## src/rtl/regbank_writeback_if.sv

```systemverilog
// Write-request and bank-destination handshake for the register-bank writeback queue.
interface regbank_writeback_if #(
  parameter int AW = 3,
  parameter int DW = 8
);
  logic          in_valid;
  logic          in_ready;
  logic [AW-1:0] in_addr;
  logic [DW-1:0] in_data;
  logic          bank_ready;
  logic          wb_en;
  logic [AW-1:0] wb_addr;
  logic [DW-1:0] wb_data;

  modport master (
    input  in_valid, in_addr, in_data, bank_ready,
    output in_ready, wb_en, wb_addr, wb_data
  );

  modport slave (
    output in_valid, in_addr, in_data, bank_ready,
    input  in_ready, wb_en, wb_addr, wb_data
  );
endinterface

```

## src/rtl/regbank_writeback.sv

```systemverilog
// In-order write queue feeding the 8x8 register bank destination port.
// Optional operand forwarding from queued writes: define REGBANK_WB_FWD_EN.
module regbank_writeback #(
  parameter int DEPTH = 4,
  parameter int AW    = 3,
  parameter int DW    = 8
) (
  input  logic                     clk,
  input  logic                     rst,
  regbank_writeback_if.master      bus,
  output logic [$clog2(DEPTH):0]   pending,
  output logic                     idle,
  input  logic [AW-1:0]            rd_addr1,
  input  logic [AW-1:0]            rd_addr2,
  output logic                     fwd_hit1,
  output logic                     fwd_hit2,
  output logic [DW-1:0]            fwd_data1,
  output logic [DW-1:0]            fwd_data2
);
  localparam int PW = $clog2(DEPTH);
  localparam int CW = PW + 1;

  typedef struct packed {
    logic [AW-1:0] addr;
    logic [DW-1:0] data;
  } entry_t;

  typedef enum logic [1:0] {EMPTY, ACTIVE, FULL} state_t;

  entry_t          mem [DEPTH];
  logic [PW-1:0]   head_q, tail_q;
  logic [CW-1:0]   count_q, count_d;
  state_t          state_q, state_d;
  logic            push, pop;

  // State mirrors count so handshake outputs come straight from registers.
  always_comb begin
    push    = bus.in_valid && (state_q != FULL);
    pop     = (state_q != EMPTY) && bus.bank_ready;
    count_d = count_q;
    case ({push, pop})
      2'b10:   count_d = count_q + CW'(1);
      2'b01:   count_d = count_q - CW'(1);
      default: count_d = count_q;
    endcase
    state_d = ACTIVE;
    if (count_d == '0)
      state_d = EMPTY;
    else if (count_d == CW'(DEPTH))
      state_d = FULL;
  end

  always_ff @(posedge clk) begin
    if (rst) begin
      head_q  <= '0;
      tail_q  <= '0;
      count_q <= '0;
      state_q <= EMPTY;
    end else begin
      if (push) tail_q <= tail_q + PW'(1);
      if (pop)  head_q <= head_q + PW'(1);
      count_q <= count_d;
      state_q <= state_d;
    end
  end

  always_ff @(posedge clk) begin
    if (push) mem[tail_q] <= '{addr: bus.in_addr, data: bus.in_data};
  end

  assign bus.in_ready = (state_q != FULL);
  assign bus.wb_en    = (state_q != EMPTY);
  // Gate with wb_en so stale (unreset) storage never leaks onto the bus.
  assign bus.wb_addr  = bus.wb_en ? mem[head_q].addr : '0;
  assign bus.wb_data  = bus.wb_en ? mem[head_q].data : '0;
  assign idle         = (state_q == EMPTY);
  assign pending      = count_q;

`ifdef REGBANK_WB_FWD_EN
  // Scan oldest to newest so the youngest match wins.
  always_comb begin
    fwd_hit1  = 1'b0;
    fwd_hit2  = 1'b0;
    fwd_data1 = '0;
    fwd_data2 = '0;
    for (int i = 0; i < DEPTH; i++) begin
      if (CW'(i) < count_q) begin
        if (mem[head_q + PW'(i)].addr == rd_addr1) begin
          fwd_hit1  = 1'b1;
          fwd_data1 = mem[head_q + PW'(i)].data;
        end
        if (mem[head_q + PW'(i)].addr == rd_addr2) begin
          fwd_hit2  = 1'b1;
          fwd_data2 = mem[head_q + PW'(i)].data;
        end
      end
    end
  end
`else
  logic unused_rd;
  assign unused_rd = ^{rd_addr1, rd_addr2};
  assign fwd_hit1  = 1'b0;
  assign fwd_hit2  = 1'b0;
  assign fwd_data1 = '0;
  assign fwd_data2 = '0;
`endif
endmodule

```

## src/flat_wrapper.sv

```systemverilog
// flat-port wrapper written by rule: the top's interface ports become plain ports
module regbank_writeback_flat 
#(
  parameter int DEPTH = 4,
  parameter int AW    = 3,
  parameter int DW    = 8
)
  (clk, rst, pending, idle, rd_addr1, rd_addr2, fwd_hit1, fwd_hit2, fwd_data1, fwd_data2, bus_in_valid, bus_in_addr, bus_in_data, bus_bank_ready, bus_in_ready, bus_wb_en, bus_wb_addr, bus_wb_data);
  regbank_writeback_if #(.AW(AW), .DW(DW)) bus_i ();
  input  logic clk;
  input  logic rst;
  output logic [$clog2(DEPTH):0] pending;
  output logic idle;
  input  logic [AW-1:0] rd_addr1;
  input  logic [AW-1:0] rd_addr2;
  output logic fwd_hit1;
  output logic fwd_hit2;
  output logic [DW-1:0] fwd_data1;
  output logic [DW-1:0] fwd_data2;
  input wire logic [$bits(bus_i.in_valid)-1:0] bus_in_valid;
  input wire logic [$bits(bus_i.in_addr)-1:0] bus_in_addr;
  input wire logic [$bits(bus_i.in_data)-1:0] bus_in_data;
  input wire logic [$bits(bus_i.bank_ready)-1:0] bus_bank_ready;
  output wire logic [$bits(bus_i.in_ready)-1:0] bus_in_ready;
  output wire logic [$bits(bus_i.wb_en)-1:0] bus_wb_en;
  output wire logic [$bits(bus_i.wb_addr)-1:0] bus_wb_addr;
  output wire logic [$bits(bus_i.wb_data)-1:0] bus_wb_data;
  assign bus_i.in_valid = bus_in_valid;
  assign bus_i.in_addr = bus_in_addr;
  assign bus_i.in_data = bus_in_data;
  assign bus_i.bank_ready = bus_bank_ready;
  assign bus_in_ready = bus_i.in_ready;
  assign bus_wb_en = bus_i.wb_en;
  assign bus_wb_addr = bus_i.wb_addr;
  assign bus_wb_data = bus_i.wb_data;
  regbank_writeback #(.DEPTH(DEPTH), .AW(AW), .DW(DW)) u_core (.clk(clk), .rst(rst), .bus(bus_i), .pending(pending), .idle(idle), .rd_addr1(rd_addr1), .rd_addr2(rd_addr2), .fwd_hit1(fwd_hit1), .fwd_hit2(fwd_hit2), .fwd_data1(fwd_data1), .fwd_data2(fwd_data2));
endmodule
```

## config.mk

```make
export PLATFORM = sky130hd
export DESIGN_NAME = regbank_writeback_flat
export DESIGN_NICKNAME = d
export VERILOG_FILES = /design/src/rtl/regbank_writeback_if.sv /design/src/rtl/regbank_writeback.sv /design/src/flat_wrapper.sv
export SDC_FILE = /design/constraint.sdc
export NUM_CORES = 1
export LEC_CHECK = 0
export CAP_MARGIN = 20
export CORE_MARGIN = 3
export CORE_UTILIZATION = 45
export DETAILED_ROUTE_END_ITERATION = 12
export GPL_TIMING_DRIVEN = 0
export HOLD_SLACK_MARGIN = 0.15
export PLACE_DENSITY = 0.72
export SLEW_MARGIN = 25
export SYNTH_ARGS = -nofsm -noshare
export SYNTH_HDL_FRONTEND = slang
export SYNTH_SLANG_ARGS = --single-unit
```

## constraint.sdc

```tcl
create_clock -name clk -period 4.5 [get_ports clk]
set_clock_uncertainty 0.05 [all_clocks]
set_input_delay 0.9 -clock clk [delete_from_list [all_inputs] [get_ports clk]]
set_output_delay 0.9 -clock clk [all_outputs]
set_load 0.02 [all_outputs]
```

==> After elaboration in Yosys (flattened, before gate mapping) <==
Memories as Yosys holds them, arrays and structs flattened. A register that Yosys moved wholly into a read port is not among the register bits.
Cells that the tools add are included.
{ "totals": {"ff_bits": 9, "ram_bits": 44, "memories": 1} }
{ "memory_table": {"columns": ["name", "depth", "word_bits", "rd", "rd_clocked_by_memory_dff", "write_ports", "line_no", "rtl"], "rows": [
  ["u_core.mem", 4, 11, 1, 1, 1, "regbank_writeback.sv:30", "entry_t mem [DEPTH];"]
]} }
{ "op_classes": {"add_sub_neg": 4, "eq_ne": 4, "n_mux": 8, "n_reduce_logical": 6} }
{ "op_table": {"columns": ["operator", "count"], "rows": [
  ["8-bit 2-to-1 mux", 1],
  ["2-bit 2-to-1 mux", 3],
  ["3-bit one-hot mux with 2 select lines", 1],
  ["2-bit by 1-bit adder with 2-bit output (second input constant)", 2],
  ["3-bit by 1-bit adder with 3-bit output (second input constant)", 1],
  ["3-bit == test (second input constant)", 1],
  ["3-bit zero test", 1],
  ["3-bit 2-to-1 mux", 1],
  ["3-bit by 1-bit subtractor with 3-bit output (second input constant)", 1],
  ["2-bit by 1-bit == test with 1-bit output (second input constant)", 1],
  ["2-bit == test (second input constant)", 1],
  ["1-bit logical AND", 2],
  ["2-bit zero test", 1],
  ["1-bit 2-to-1 mux", 2],
  ["2-bit != test (second input constant)", 1],
  ["2-bit nonzero test", 1],
  ["2-bit OR reduction", 1]
]} }

==> Logic depth before layout (Yosys ltp) <==
{ "logic_depth": {"word_depth": 6, "depth_mapped": 9} }

==> Least setup slack after synthesis <==
OpenSTA, ideal clock, no wires.
{ "synth_timing": {"path_kind": "in2reg", "from": "input bus_bank_ready", "to": "register u_core.count_q[2], in the netlist u_core.pending[2]", "setup_ns": 0.123, "arrival_time_ns": 2.198, "required_time_ns": 4.327, "slack_ns": 2.128, "stages": 8, "n_path_buf": 0, "cell_sequence": "o21ai_0 -> inv_1 -> ha_1 -> inv_1 -> fa_1 -> xnor2_1 -> nor4b_1 -> or2_2"} }
{ "synth_between": {"elab_chain_cells": 3} }
{ "synth_lines": {"columns": ["element", "line_no", "rtl"], "rows": [
  ["start: declaration", "flat_wrapper.sv:23", "input wire logic [$bits(bus_i.bank_ready)-1:0] bus_bank_ready;"],
  ["1-bit logical AND (*)", "regbank_writeback.sv:39", "pop = (state_q != EMPTY) && bus.bank_ready;"],
  ["net u_core.pop", "regbank_writeback.sv:34", "logic push, pop;"],
  ["2-bit by 1-bit == test with 1-bit output or 2-bit == test (tied branches)", "regbank_writeback.sv:41", "case ({push, pop})"],
  ["3-bit one-hot mux with 2 select lines (*)", "regbank_writeback.sv:41", null],
  ["end signal: assignment", "regbank_writeback.sv:62", "count_q <= count_d;"],
  ["end: declaration", "regbank_writeback.sv:32", "logic [CW-1:0] count_q, count_d;"]
]} }
Mark *: on every way through the listed nets, which the timed path passes. The rest lies on a longest branch.
A chain may end at the register's enable or synchronous reset.

==> metrics.cfg <==
[placed_design]
gp_congestion = 0.679
place_inst = 264
place_worst_setup_slack_ns = 1.41
hpwl_mm = 2.95
io_buffers = 30

[clocking]
clk_latency_ns = 0.30
hold_buffers = 0
cts_tree = yes
cts_num_sinks = 55
cts_root_buf = clkbuf_8
cts_max_level = 2
clk_path_buf_depth = 2
post_cts_buffers = 0
cts_made_buffers = 5
clkSlewWorstSetupHoldPaths_ns = 0.09
post_cts_resized = 0

[routing]
ant_nets = 0
routed_wl_mm = 4.13
detail_route.first_pass.iterations = 4
post_drt_wl_per_cell_um = 15.2
viasPerCell = 4.68
dr_total_vias = 1274
post-route-drc-count = 0
drt_iter0_markers = 72

[critical_path]
cp_data_arrival_time_ns = 2.09
cp-start-kind = flip-flop
path_class = flip-flop to output port
r2r-start = u_core.state_q[1]$_SDFF_PP0_
cp_data_required_time_ns = 3.55
crit_path_end_kind = output port
critical_path.max_fanout = 10

[yosys]
synth_cells = 150
synth_flop_cell = edfxtp_1
yosysUniqueCellTypes = 27
synth_edf_count = 44
ys_seq_area_share_pct = 65.1
postSynthAreaPerCell_um2 = 15.8
netlist_area_mm2 = 0.00237
synthArstFlopShare_pct = 0
yosys_warnings = 0
synth_seq_cells = 55

[sta]
min_period_ns = 3.04
fmax_ghz = 0.329
finalMaxSlewViolations = 0
maxSlewHeadroom_pct = 59.1
fin_setup_tns_ns = 0
setup_viol = 0
period_share_pct = 67.6
finalHoldViolations = 0
layout_setup_ws_ns = 1.46
rsz0062_at_grt = no
worstMarginPinSlew_ns = 0.614

[layout]
layout_commonest_cell = edfxtp_1
layout.nets = 231
mostFrequentLayoutCells = edfxtp_1 (44), clkdlybuf4s50_1 (30), buf_4 (18), conb_1 (18), dfxtp_1 (11)
finalNonFillerCells = 272
synthToLayoutAreaGrowth_pct = 23.7
drive_above_1_share_pct = 21.5
antennaDiodeCount = 0
finalCoreUtilization_pct = 59.6

[global_routing]
antenna_found_initial = 0
grt_pass1_vias = 1270
track_usage_pct = 13.7
grt_start_max_net_pins = 17
gr-total-overflow = 0
grt_pass1_wl_mm = 6.35

[floorplan]
die_y_um = 78.6
die_w_um = 78.6
top_level_ports = 56
fp.dieArea_mm2 = 0.00617
fp-row-count = 25
core_area_mm2 = 0.00491
initial_core_util_pct = 48.2

[outcome]
status = completed

[run]
maxCapViolCount = 0

[pwr]
p_leak_nw = 1.11
worst_ir_drop_vdd_uv = 246
powerDensity_mw_per_mm2 = 447

[hold_path]
hold_class = flip-flop to flip-flop
min_from = u_core.tail_q[0]$_SDFFE_PP0P_

-- synthesized netlist by cell type, drive strengths merged (2+ instances only) --
master | number | area, µm²
nand2b | 3 | 18.8
buf | 22 | 161
xor2 | 3 | 26.3
mux4 | 11 | 252
dfxtp | 11 | 220
nand3 | 2 | 10.0
nor2 | 6 | 22.5
nor2b | 12 | 97.6
ha | 5 | 62.6
edfxtp | 44 | 1320
and3 | 4 | 25.0
a21oi | 4 | 20.0
inv | 10 | 37.5
o21ai | 4 | 20.0
-- metal layers --
metal | share of wire (%) | wire (µm) | vias to the layer above | GRT usage, %
met1 | 40 | 1660 | 617 | 16.0
li1 | - | - | 613 | -
met5 | 0 | 0 | - | 0
met2 | 53 | 2200 | 39 | 24.2
met4 | 1.0 | 42 | 0 | 4.20
met3 | 5.3 | 217 | 5 | 3.90
-- cell families after synthesis --
group	Yosys count	synth area share (%)
other	1	0.158
DFF	55	65.1
buffers and inverters	32	8.40
AOI/OAI and AO/OA	10	2.32
muxes	11	10.6
and+or+nand+nor	31	8.45
adders and majority gates	6	3.49
xor gates and xnor gates	4	1.48
-- final timing paths --
path | endpoint | slack, ns | cells past startpoint
worst min register to register | u_core.tail_q[0]$_SDFFE_PP0P_ | 0.49 | 2
worst min-delay path | u_core.tail_q[0]$_SDFFE_PP0P_ | 0.49 | 2
worst max register to register | u_core.pending[2]$_SDFF_PP0_ | 2.17 | 9
worst max-delay path | bus_wb_data[1] | 1.46 | 4
-- metrics by stage --
| stage | area [µm²] | hold slack (ns) | power, W |
|---|---|---|---|
| 2_1_floorplan | 2430 | 0.434 | 0.000871 |
| 3_3_place_gp | 2820 | 0.442 | 0.00100 |
| 3_5_place_dp | 2820 | 0.467 | 0.00102 |
| 4_1_cts | 2930 | 0.479 | 0.00132 |
| 5_1_grt | 2930 | 0.511 | 0.00137 |
| 6_report | 2930 | 0.489 | 0.00131 |
-- sequential cells by signal (all words and copies together), names as in the netlist, named ones only --
| register | count |
|---|---|
| u_core.mem | 44 |
| u_core.tail_q | 2 |
| u_core.state_q | 2 |
| u_core.pending | 3 |
| u_core.head_q | 2 |
-- worst max-delay path, stage by stage (launching register included) --
cell	delay [ns]
dfxtp_1	0.37
buf_6	0.20
mux4_2	0.52
nor2b_1	0.16
clkdlybuf4s50_1	0.55
-- where the power goes --
part / total (W) / internal, W / switching [W]
combinational: 0.000389 / 0.000190 / 0.000199
clock: 0.000305 / 0.000158 / 0.000147
sequential: 0.000614 / 0.000591 / 0.0000236
-- layout make-up --
class / count / area [µm²]
flip-flops and latches: 55 / 1540
clock buffers: 7 / 108
well taps: 67 / 83.8
fillers: 384 / 1980
inverters: 10 / 37.5
repair buffers: 30 / 300
clock inverters: 1 / 5.00
multi-input cells: 80 / 692
plain buffers: 22 / 161
Note: power is estimated with default switching activity, not from simulation.
==> variant: new RTL, same settings <==
The option `REGBANK_WB_FWD_EN` is turned on by a define.
--- a/src/rtl/regbank_writeback.sv
+++ b/src/rtl/regbank_writeback.sv
@@ -1,4 +1,6 @@
 // In-order write queue feeding the 8x8 register bank destination port.
 // Optional operand forwarding from queued writes: define REGBANK_WB_FWD_EN.
+`define REGBANK_WB_FWD_EN
+
 module regbank_writeback #(
   parameter int DEPTH = 4,
Formal check against the unedited RTL: not equivalent (a bounded check fails within 4 cycles, from zero or initial values and one cycle with rst high).
==> variant against the original RTL <==
  * Power rose by 4.1%
  * Worst setup slack worse by 1300 ps
  * Wire length grew to 2.7 times the old value
  * Synthesized area increased by 79%
  * Combinational power rose by 18%
  * Non-clock buffer count increased by 24
  * Sequential cell count stayed put
  * Synthesized cell count increased by 140%
  * Design area rose by 69%
==> variant: results (changes against the original RTL) <==
| Metric | Value |
|---|---|
| Outcome | completed |
| Clk_lat worst skew | 310 ps |
| Resized Gates After CTS | 0 (unchanged) |
| Post-synth EDFFs | 44 (unchanged) |
| Max stage delay on crit path | 640 ps (+90 ps) |
| RR Endpoint | u_core.head_q[1]$_SDFFE_PP0P_ |
| Hold Path Depth | 2 (unchanged) |
| Place WS | 633 ps (-781 ps) |
| Async set or reset register ratio after synthesis | 0% (unchanged) |
| DR pass1 iterations | 5 (+1) |
| Total track usage | 21.6% (+8.0 points) |
| Largest cells by area after synthesis | edfxtp_1 (31%), mux4_2 (11%), nand4_1 (5.6%), dfxtp_1 (5.2%), mux4_1 (4.3%) |
| # fillers | 755 (+97%) |
| Grt met3 use | 3.92% (+0.025 points) |
| R2r startpoint | u_core.head_q[0]$_SDFFE_PP0P_ |
| Leakage Power | 1.56 nW (+41%) |
| Cell count of the worst reg-to-reg path | 7 (-2) |
| Startpoint types | flip-flop |
| Antenna violations before repair | 0 (unchanged) |
| Fraction of layout cells with a size suffix above 1 | 15.8% (-5.7 points) |
| Top Family by Delay on Critical Path | buffers and inverters |
| Antenna cell count | 0 (unchanged) |
| Met2 GRT Util | 33.1% (+8.9 points) |
| Vias in the first global route | 3286 (+160%) |
| Post-synthesis sequential area ratio | 36.4% (-29 points) |
| R2R setup slack | 2530 ps (+360 ps) |
| Port bufs | 48 (+60%) |
| Hold_sp | u_core.tail_q[0]$_SDFFE_PP0P_ |
| Largest net degree at the start of global routing | 18 (+1) |
| Detail Placement HPWL | 8.70 mm (+190%) |
| Detailed-route via count | 3365 (+160%) |
| First-iteration detailed-routing DRC count | 338 (+370%) |
| Total Nets Final | 448 (+94%) |
| Largest Register | u_core.mem |
| Worst VDD drop | 0.163 mV (-34%) |
| Worst-path clk slew | 100 ps |
| Final GP Congestion | 0.918 (+35%) |
| Avg WL per Cell | 21.3 microns (+40%) |
| Met1 usage | 30.9% (+15 points) |
| Worst path arrival time | 3360 ps (+1270 ps) |
| CP max stage cell | clkdlybuf4s50_1 |
| Post-CTS setup buffers | 0 (unchanged) |
| CTS Root Cell | clkbuf_8 |
| First-pass GRT wire length | 17.6 mm (+180%) |
| Worst-path fanout max | 10 (unchanged) |
| Cell variety after synth | 36 (+33%) |
| Num CTS Buffers | 5 (unchanged) |
| Worst-margin pin slew | 744 ps (+131 ps) |
| Synth warnings | 0 (unchanged) |
| Post-synth top cells | edfxtp_1 (44), nand4_1 (38), a21oi_1 (22), mux4_2 (21), and2_1 (19) |
| Post-layout util | 55.5% (-4.2 points) |
| Hold Crit Class | reg -> reg |
-- variant: cell count changes after synthesis, moves of 11 or more --
cell       before  now
nand4_1         0   38
and2_1          0   19
a21oi_1         4   22
mux2i_1         0   17
mux2_2          0   16
o2bb2ai_1       0   16
buf_4          18    3
o211ai_1        1   16
xnor2_1         1   15
clkbuf_1        0   12
mux4_2         10   21
-- variant: how the worst max path moves through the flow --
stage                     slack (ps)      endpoint  cells past startpoint
final                            190  fwd_data1[2]                      7
after global routing             110  fwd_data1[5]                      7
after CTS                        300  fwd_data2[4]                      7
after detailed placement         630  fwd_data1[0]                      7
after global placement           640  fwd_data1[5]                      7
after floorplan                 1440  fwd_data1[0]                      6
-- variant: final cells by class --
cell class | count | share of cell area, %
Clock inverter | 1 | 0.152
Sequential cell | 55 | 31.1
Multi-Input combinational cell | 270 | 50.5
Tap cell | 108 | 2.73
Inverter | 10 | 0.758
Buffer | 28 | 3.06
Clock buffer | 7 | 1.97
Timing Repair Buffer | 48 | 9.70
-- variant: cells by family after synthesis --
| group | Yosys count | share of synthesized area, % |
|---|---|---|
| AOI/OAI and AO/OA | 75 | 11.9 |
| buffers and inverters | 38 | 4.46 |
| muxes | 61 | 23.8 |
| adders and majority gates | 9 | 2.66 |
| xor gates and xnor gates | 27 | 7.36 |
| and+or+nand+nor | 98 | 13.4 |
| DFF | 55 | 36.4 |
-- variant: metal layers --
| layer | vias to the layer above | part of all wire, % | wire, microns |
|---|---|---|---|
| met3 | 28 | 8.1 | 906 |
| met2 | 185 | 46 | 5180 |
| met1 | 1600 | 43 | 4840 |
| met4 | 0 | 2.8 | 310 |
| li1 | 1552 | - | - |
| met5 | - | 0 | 0 |
-- variant: tightest hold or removal path, stage by stage (launching register included) --
cell,delay (ps)
dfxtp_1,360
xnor2_1,170
nor2_1,40
-- variant: stage by stage --
step	cell area, sq um	instances	total power [mW]	hold WS [ps]
finish	4950	527	1.36	559
global route	4950	527	1.42	587
global placement	4850	519	1.05	515
detailed placement	4850	519	1.06	550
CTS	4950	527	1.36	569
floorplan	4230	363	0.911	488
-- variant: power by group --
group	switching [mW]	leakage, nW	internal (mW)	total (mW)
Clock	0.158	0.0496	0.144	0.302
Combinational	0.265	1.02	0.195	0.460
Sequential	0.0222	0.494	0.579	0.601
Total	0.445	1.56	0.918	1.36
